### config.mk
export PLATFORM = sky130hd
export DESIGN_NAME = aes_key_expand_ctrl
export DESIGN_NICKNAME = d
export VERILOG_FILES = /design/src/rtl/aes_key_expand_ctrl.sv
export SDC_FILE = /design/constraint.sdc
export NUM_CORES = 2
export LEC_CHECK = 0
export CAP_MARGIN = 20
export CORE_MARGIN = 1.5
export CORE_UTILIZATION = 35
export DETAILED_ROUTE_END_ITERATION = 12
export PLACE_DENSITY_LB_ADDON = 0.05
export SKIP_CTS_REPAIR_TIMING = 1
export SYNTH_ARGS = -nofsm -noshare
export SYNTH_HDL_FRONTEND = slang
export SYNTH_SLANG_ARGS = --single-unit
### constraint.sdc
create_clock -name clk -period 2.3 [get_ports clk]
set_input_delay 0.46 -clock clk [delete_from_list [all_inputs] [get_ports clk]]
set_output_delay 0.46 -clock clk [all_outputs]
set_load 0.02 [all_outputs]
### src/rtl/aes_key_expand_ctrl.sv
// aes_key_expand_ctrl: sequences an external one-round AES-128 key-schedule datapath
// and stores the 11 round keys in a local file with a registered read port.
module aes_key_expand_ctrl #(
    parameter int NUM_ROUNDS = 10,
    parameter int KEY_W      = 128
) (
    input  logic             clk,
    input  logic             rst_n,
    input  logic [KEY_W-1:0] key_in,
    input  logic             key_valid,
    output logic             key_ready,
    input  logic             flush,
    output logic [3:0]       ks_round,
    output logic [KEY_W-1:0] ks_in,
    input  logic [KEY_W-1:0] ks_out,
    output logic             busy,
    output logic             keys_valid,
    input  logic [3:0]       rd_idx,
    output logic [KEY_W-1:0] rd_key
);
    typedef enum logic [1:0] {IDLE, EXP, CAP, DONE} state_t;
    state_t state, state_nxt;
    logic [3:0] r;
    logic [KEY_W-1:0] last_key;
    logic [KEY_W-1:0] rk [0:NUM_ROUNDS];
    logic accept, last_round;
    assign accept     = key_valid && key_ready;
    assign last_round = r == 4'(NUM_ROUNDS);
    always_ff @(posedge clk or negedge rst_n) begin
        if (!rst_n) state <= IDLE;
        else        state <= state_nxt;
    end
    always_comb begin
        state_nxt = flush ? IDLE :
                    accept ? EXP :
                    (state == EXP) ? CAP :
                    (state == CAP) ? (last_round ? DONE : EXP) : state;
    end
    // Round code 11 outside EXP makes the datapath hold its registered output.
    always_comb begin
        key_ready = (state == IDLE) || (state == DONE);
        busy      = (state == EXP) || (state == CAP);
        ks_round  = (state == EXP) ? r : 4'd11;
        ks_in     = last_key;
    end
    always_ff @(posedge clk or negedge rst_n) begin
        if (!rst_n) begin
            r          <= '0;
            last_key   <= '0;
            keys_valid <= 1'b0;
            rd_key     <= '0;
            for (int i = 0; i <= NUM_ROUNDS; i++) rk[i] <= '0;
        end else begin
            rd_key <= (rd_idx <= 4'(NUM_ROUNDS)) ? rk[rd_idx] : '0;
            if (flush) begin
                keys_valid <= 1'b0;
                r          <= '0;
            end else if (accept) begin
                rk[0]      <= key_in;
                last_key   <= key_in;
                r          <= 4'd1;
                keys_valid <= 1'b0;
            end else if (state == CAP) begin
                rk[r]    <= ks_out;
                last_key <= ks_out;
                if (last_round) keys_valid <= 1'b1;
                else            r <= r + 4'd1;
            end
        end
    end
endmodule
# After elaboration in Yosys (flattened, before gate mapping)
# Index checks and enable logic that the tools add are counted.
dict set report word_totals {
  in_bits 264
  out_inout_bits 263
  register_bits 1671
  word_cells 68
}
dict set report op_classes {
  n_lt_le_gt_ge 4
  n_addsub 1
  reduce_logical 13
  n_bitwise 4
  n_eq_ne 5
  muxes 25
}
# op n
set op_table {}
lappend op_table {{1408-bit bitwise mux} 1}
lappend op_table {{1408-bit two-way mux} 1}
lappend op_table {{128-bit two-way mux} 7}
lappend op_table {{128-bit binary-select mux with 4-bit select} 1}
lappend op_table {{128-bit demux with 4-bit select} 1}
lappend op_table {{4-bit two-way mux} 5}
lappend op_table {{5-bit greater-or-equal comparator (second input constant)} 2}
lappend op_table {{2-bit two-way mux} 5}
lappend op_table {{4-bit inverter with 5-bit output} 2}
lappend op_table {{2-bit AND reduction} 3}
lappend op_table {{3-bit nonzero test} 2}
lappend op_table {{5-bit by 1-bit < comparator with 1-bit output (second input constant)} 1}
lappend op_table {{4-bit by 1-bit adder with 4-bit output (second input constant)} 1}
lappend op_table {{2-bit equality test (second input constant)} 2}
lappend op_table {{4-bit equality test (second input constant)} 1}
lappend op_table {{4-bit less-or-equal comparator (second input constant)} 1}
lappend op_table {{1-bit two-way mux} 4}
lappend op_table {{4-bit nonzero test} 1}
lappend op_table {{3-bit inequality test (second input constant)} 1}
lappend op_table {{3-bit AND reduction} 1}
lappend op_table {{2-bit by 1-bit equality test with 1-bit output (second input constant)} 1}
lappend op_table {{1-bit logical AND} 2}
lappend op_table {{2-bit logical NOT} 1}
lappend op_table {{1-bit logical OR} 2}
lappend op_table {{other kinds (2)} 3}

# Depth between registers and ports, before layout
dict set report depth {
  ltp_word 8
  mapped_depth 9
  mapped_depth_nobuf 5
}

# Worst setup path before layout
# OpenSTA, ideal clock, no wires.
dict set report synth_timing {
  kind {flip-flop to flip-flop}
  from {register state[0]}
  to {register rk[1287] in the netlist's numbering}
  path_buffers 4
  required_time_ns 2.175
  synth_period_minus_slack_ns 2.250
  stages_incl_launch_ff 10
  arrival_time_ns 2.125
  setup_time_ns 0.125
  setup_slack_ns 0.050
  path_cell_list {dfrtp_1 -> inv_1 -> ha_1 -> buf_2 -> and2_1 -> buf_6 -> o221a_4 -> buf_6 -> buf_8 -> mux2_4}
}
dict set report synth_between {
  elab_chain_len 5
  elab_cells_between_ends 8
  cone_classes {eq/ne: 2; mux: 1; reduce/logical: 5}
}
# element line_no
set synth_lines {}
lappend synth_lines {{from (decl)} 22} ;# state_t state, state_nxt;
lappend synth_lines {{from (signal assigned)} 31} ;# else state <= state_nxt;
lappend synth_lines {{2-bit equality test or 2-bit logical NOT (tied branches)} 41} ;# key_ready = (state == IDLE) || (state == DONE);
lappend synth_lines {{1-bit logical OR *} 41}
lappend synth_lines {{net key_ready} 11} ;# output logic key_ready,
lappend synth_lines {{1-bit logical AND *} 27} ;# assign accept = key_valid && key_ready;
lappend synth_lines {{2-bit nonzero test (no line)} -}
lappend synth_lines {{2-bit AND reduction (no line)} -}
lappend synth_lines {{to (signal, indexed assignment)} 64} ;# rk[r] <= ks_out;
lappend synth_lines {{to (decl)} 25} ;# logic [KEY_W-1:0] rk [0:NUM_ROUNDS];
# The timed path passes the listed nets; every way through them passes the cells marked *.
# A chain may end at the register's enable or synchronous reset.

# Final worst setup path
dict set report layout_timing {
  from {register state[1]}
  to {output busy}
}
dict set report layout_between {
  elab_chain_len 2
  elab_cells_between_ends 3
  cone_classes {eq/ne: 2; reduce/logical: 1}
}
# element line_no
set layout_lines {}
lappend layout_lines {{2-bit by 1-bit equality test with 1-bit output or 2-bit equality test (tied branches)} 42} ;# busy = (state == EXP) || (state == CAP);
lappend layout_lines {{1-bit logical OR *} 42}
lappend layout_lines {{to (decl)} 16} ;# output logic busy,
# Every way passes the cells marked *; elsewhere a longest branch is shown, timed or not.

==> results.txt <==
The reported leakage power is 0.0491 uW. The final layout contains routed wiring with a total length of 238000 um. A synthesized cell averages 14.6 sq um. The net count after synthesis came out at 5513. The die covers 222000 sq um. Measured along the y axis, the die boundary spans 471 um. TritonCTS built the clock tree. The number of standard cells in the final layout excluding fillers is 9000. Counting every sink on the clock net gives 1671. The portion of the post-synthesis area used by sequential elements came out at 54.6%. The shortest clock period the worst path allows after layout came out at 2.39 ns. In this run the cell area measured after placement is 88700 sq um. The first global-routing pass estimated 358000 um of wire.

Data arrives at the worst endpoint at 1.93 ns. The pin count of the biggest net entering global routing came out at 129. The initial core utilization came out at 35.2%. The HPWL reported at the end of detailed placement came out at 162000 um. The mapped netlist covers 76600 sq um. The transition time at the pin with the least slew margin came out at 0.783 ns.

Dividing the detail-routed wire length by the instance count gives 26.5 um. The tree is rooted in a clkbuf_16. Summed over all nets, the switching power comes to 25500 uW. The relative max-transition margin is 47.8%.

The register-to-register setup slack came out at -0.05 ns. During synthesis, Yosys emitted a total of 0 warnings. The die is 471 um wide.

The run finished, with violations left. The final layout contains 6257 nets. Tracing the worst setup path back leads to its startpoint at state[1]. The remaining antenna violation count after routing came out at 0.

The number of H-tree branching levels is 4. At the worst endpoint, the required time is 1.84 ns. The starting DRC count in detailed routing is 2314.

The floorplan core area came out at 217000 sq um. The number of distinct library cells after synthesis came out at 41. Setup violations remaining at the end of the flow were counted as 42. The count of cells along the worst register-to-register path came out at 9.

The instance count along the most critical hold path came out at 3. STA classifies the critical path endpoint as an output port. The share of total power consumed by net switching came out at 29.5%. The path type of the worst min-delay path is in -> reg.

Setup repair after global routing could not meet its margin everywhere. Clock-pin slew was measured on the worst setup and hold paths at 0.06 ns. The worst register-to-register path ends at rk[1336].

The maximum root-to-sink buffer count came out at 3. The routability-driven placement congestion ratio came out at 0.753. The largest vdd supply drop came out at 764 uV.

The max-slew violation count came out at 0. Along the worst path, the maximum fanout reaches 6. The detailed-routing iteration count for the pre-antenna-repair pass is 5.

The cell area after layout is 96000 sq um. The count of input and output buffers is 526. The destination of the critical timing path is busy. The number of buffers created by CTS is 195. The number of global-route vias before repair came to 51700. The post-placement cell count is 8625. Global routing used 21.4% of the available tracks across all layers. The number of placed I/O pins came out at 527.

The initialized floorplan defines 171 standard-cell rows. Global routing finished with a remaining overflow of 0. The power per standard cell area came out at 901 nW/um^2. In this run the critical register-to-register path is launched from state[1]. The pre-CTS worst setup slack came out at -0.559 ns. Relative to the synthesized area, the layout overhead comes to 25.3%. The clock network fraction of design power came out at 36.1%. The via density per instance is 5.31. The insertion delay to the later sink of the worst-skew pair came out at 0.83 ns. The detailed router placed 47800 vias in this run. Between clock sinks in the finished design, the worst skew comes to 0.0312 ns. The sequential group share of total power came out at 40.2%. Dividing the final minimum period by the clock period gives 104%. The number of standard cells after synthesis is 5241. The timing-limited maximum frequency came out at 0.418 GHz. The part of the power in combinational logic is 23.7%.

The number of antenna violations at the first check in global routing is 8. The final worst setup slack is -0.0937 ns. Max-cap violations in this run came to 0.

The worst setup path is launched from a flop. The DRC violations left is 0. The internal power consumption is 61000 uW. The critical path is of the reg -> out type.

Setup total negative slack on the finished layout was measured at -1.18 ns. Synthesis inferred 1671 register bits. The checks that failed: negative setup slack.

The number of hold violations in the final report was 0. The fraction of layout instances using a drive strength above 1 is 39.8%.
[cells in the mapped netlist]
master        n  area, sq um
mux2i_1     512         5120
nor2b_1       4         25.0
a211oi_1      2         15.0
a21boi_0      1         7.51
a32o_1      128         1280
clkbuf_4      2         15.0
mux4_2      128         2880
and2_1        2         12.5
o21ai_1       2         10.0
nor2_1        4         15.0
a22o_1      128         1120
and3b_1       1         8.76
nand4_1      11         68.8
buf_1        12         45.0
a21oi_2       1         8.76
mux2_2     1288        14500
o31a_1        1         8.76
nand2b_1    130          813
nand3b_1      1         7.51
o2bb2ai_1   128         1120
ha_1          8          100
buf_8        10          150
or4_1         1         7.51
clkbuf_2      1         5.00
buf_6       113         1270
nand3_1       1         5.00
nor3b_2       1         12.5
dfrtp_1    1671        41800
o21ai_0     258         1290
nor3_1        1         5.00
buf_2       112          561
a221oi_1    128         1120
clkbuf_1    287         1080
buf_4        20          150
inv_1        10         37.5
a21oi_1       4         20.0
xor2_1        1         8.76
nand2_1       6         22.5
mux2_4      120         1800
o221a_4       1         20.0
o311a_1       1         10.0
[worst min path at each step]
stage                         start           to  slack, ns
final                     rd_idx[2]  rd_key[117]       0.09
after floorplan               rst_n   keys_valid       0.16
after CTS                     rst_n   ks_in[106]      -0.55
after global placement        rst_n   ks_in[106]       0.37
after detailed placement      rst_n   ks_in[106]       0.37
after global routing      rd_idx[2]  rd_key[117]       0.04
[registers in the layout, indices dropped and copies added (netlist names)]
signal      flops
rk           1408
rd_key        128
ks_in         128
state           2
r               4
keys_valid      1
[power by group through the flow]
stage	combinational [uW]	sequential, uW	clock, uW
2_1_floorplan	9740	36000	0
3_3_place_gp	20400	35200	0
3_5_place_dp	20500	35300	0
4_1_cts	20600	34800	32300
5_1_grt	21900	35100	33500
6_report	20500	34700	31200
[area by class of cell]
type	count	area [sq um]
tap	2854	3570
antenna	5	12.5
clock buffer	302	5800
sequential	1671	41800
multi-input combinational	3003	31600
clock inverter	51	637
inverter	10	37.5
fill	19800	121000
timing repair buffer	1104	12500
[worst max-delay path, stage by stage (launching register included)]
cell and delay (ns):
dfrtp_1 0.43, ha_4 0.32, buf_6 0.11, buf_12 0.11, inv_2 0.03, buf_6 0.12
[through the flow]
step | total power (uW) | hold slack, ns | util, %
final | 86400 | 0.0912 | 44.1
after global placement | 55600 | 0.371 | 40.8
after detailed placement | 55700 | 0.371 | 40.8
after floorplan | 45800 | 0.164 | -
after CTS | 87600 | -0.548 | 43.8
after global routing | 90500 | 0.0413 | 44.1
[logic make-up (layout without fill, tap and decap cells)]
family                     Yosys count  after routing  share of synthesized area, %
DFF                               1671           1671                          54.6
buffers and inverters              567           1467                          4.33
muxes                             2048           2048                          31.7
xor gates and xnor gates             1              1                        0.0114
and+or+nand+nor                    163            163                          1.31
other                                0              5                             0
AOI/OAI and AO/OA                  783            783                          7.88
adders and majority gates            8              8                         0.131
[placed cells by master, fill, tap and decap left out, types with 3 or more instances in the layout]
cell and n:
a21oi_1 3, a221oi_1 128, a22o_1 128, a32o_1 118, a32o_2 10, buf_12 183
buf_4 392, buf_6 7, buf_8 3, bufinv_16 12, clkbuf_1 59, clkbuf_16 199
clkbuf_8 45, clkdlybuf4s50_1 293, clkinv_2 27, dfrtp_1 1671, diode_2 5, dlymetal6s2s_1 221
ha_1 5, inv_1 8, inv_6 8, mux2_2 1288, mux2_4 120, mux2i_1 512
mux4_2 128, nand2_1 5, nand2b_1 130, nand4_1 11, nor2_1 3, o21ai_0 258
o2bb2ai_1 128
[layer usage]
metal | GRT usage [%] | vias to the layer above | part of all wire (%)
met4 | 4.80 | 0 | 1.8
li1 | - | 21100 | -
met3 | 2.95 | 271 | 3.2
met1 | 29.8 | 25600 | 47
met2 | 35.2 | 807 | 48
met5 | 0 | - | 0
(Power assumes the default switching activity.)
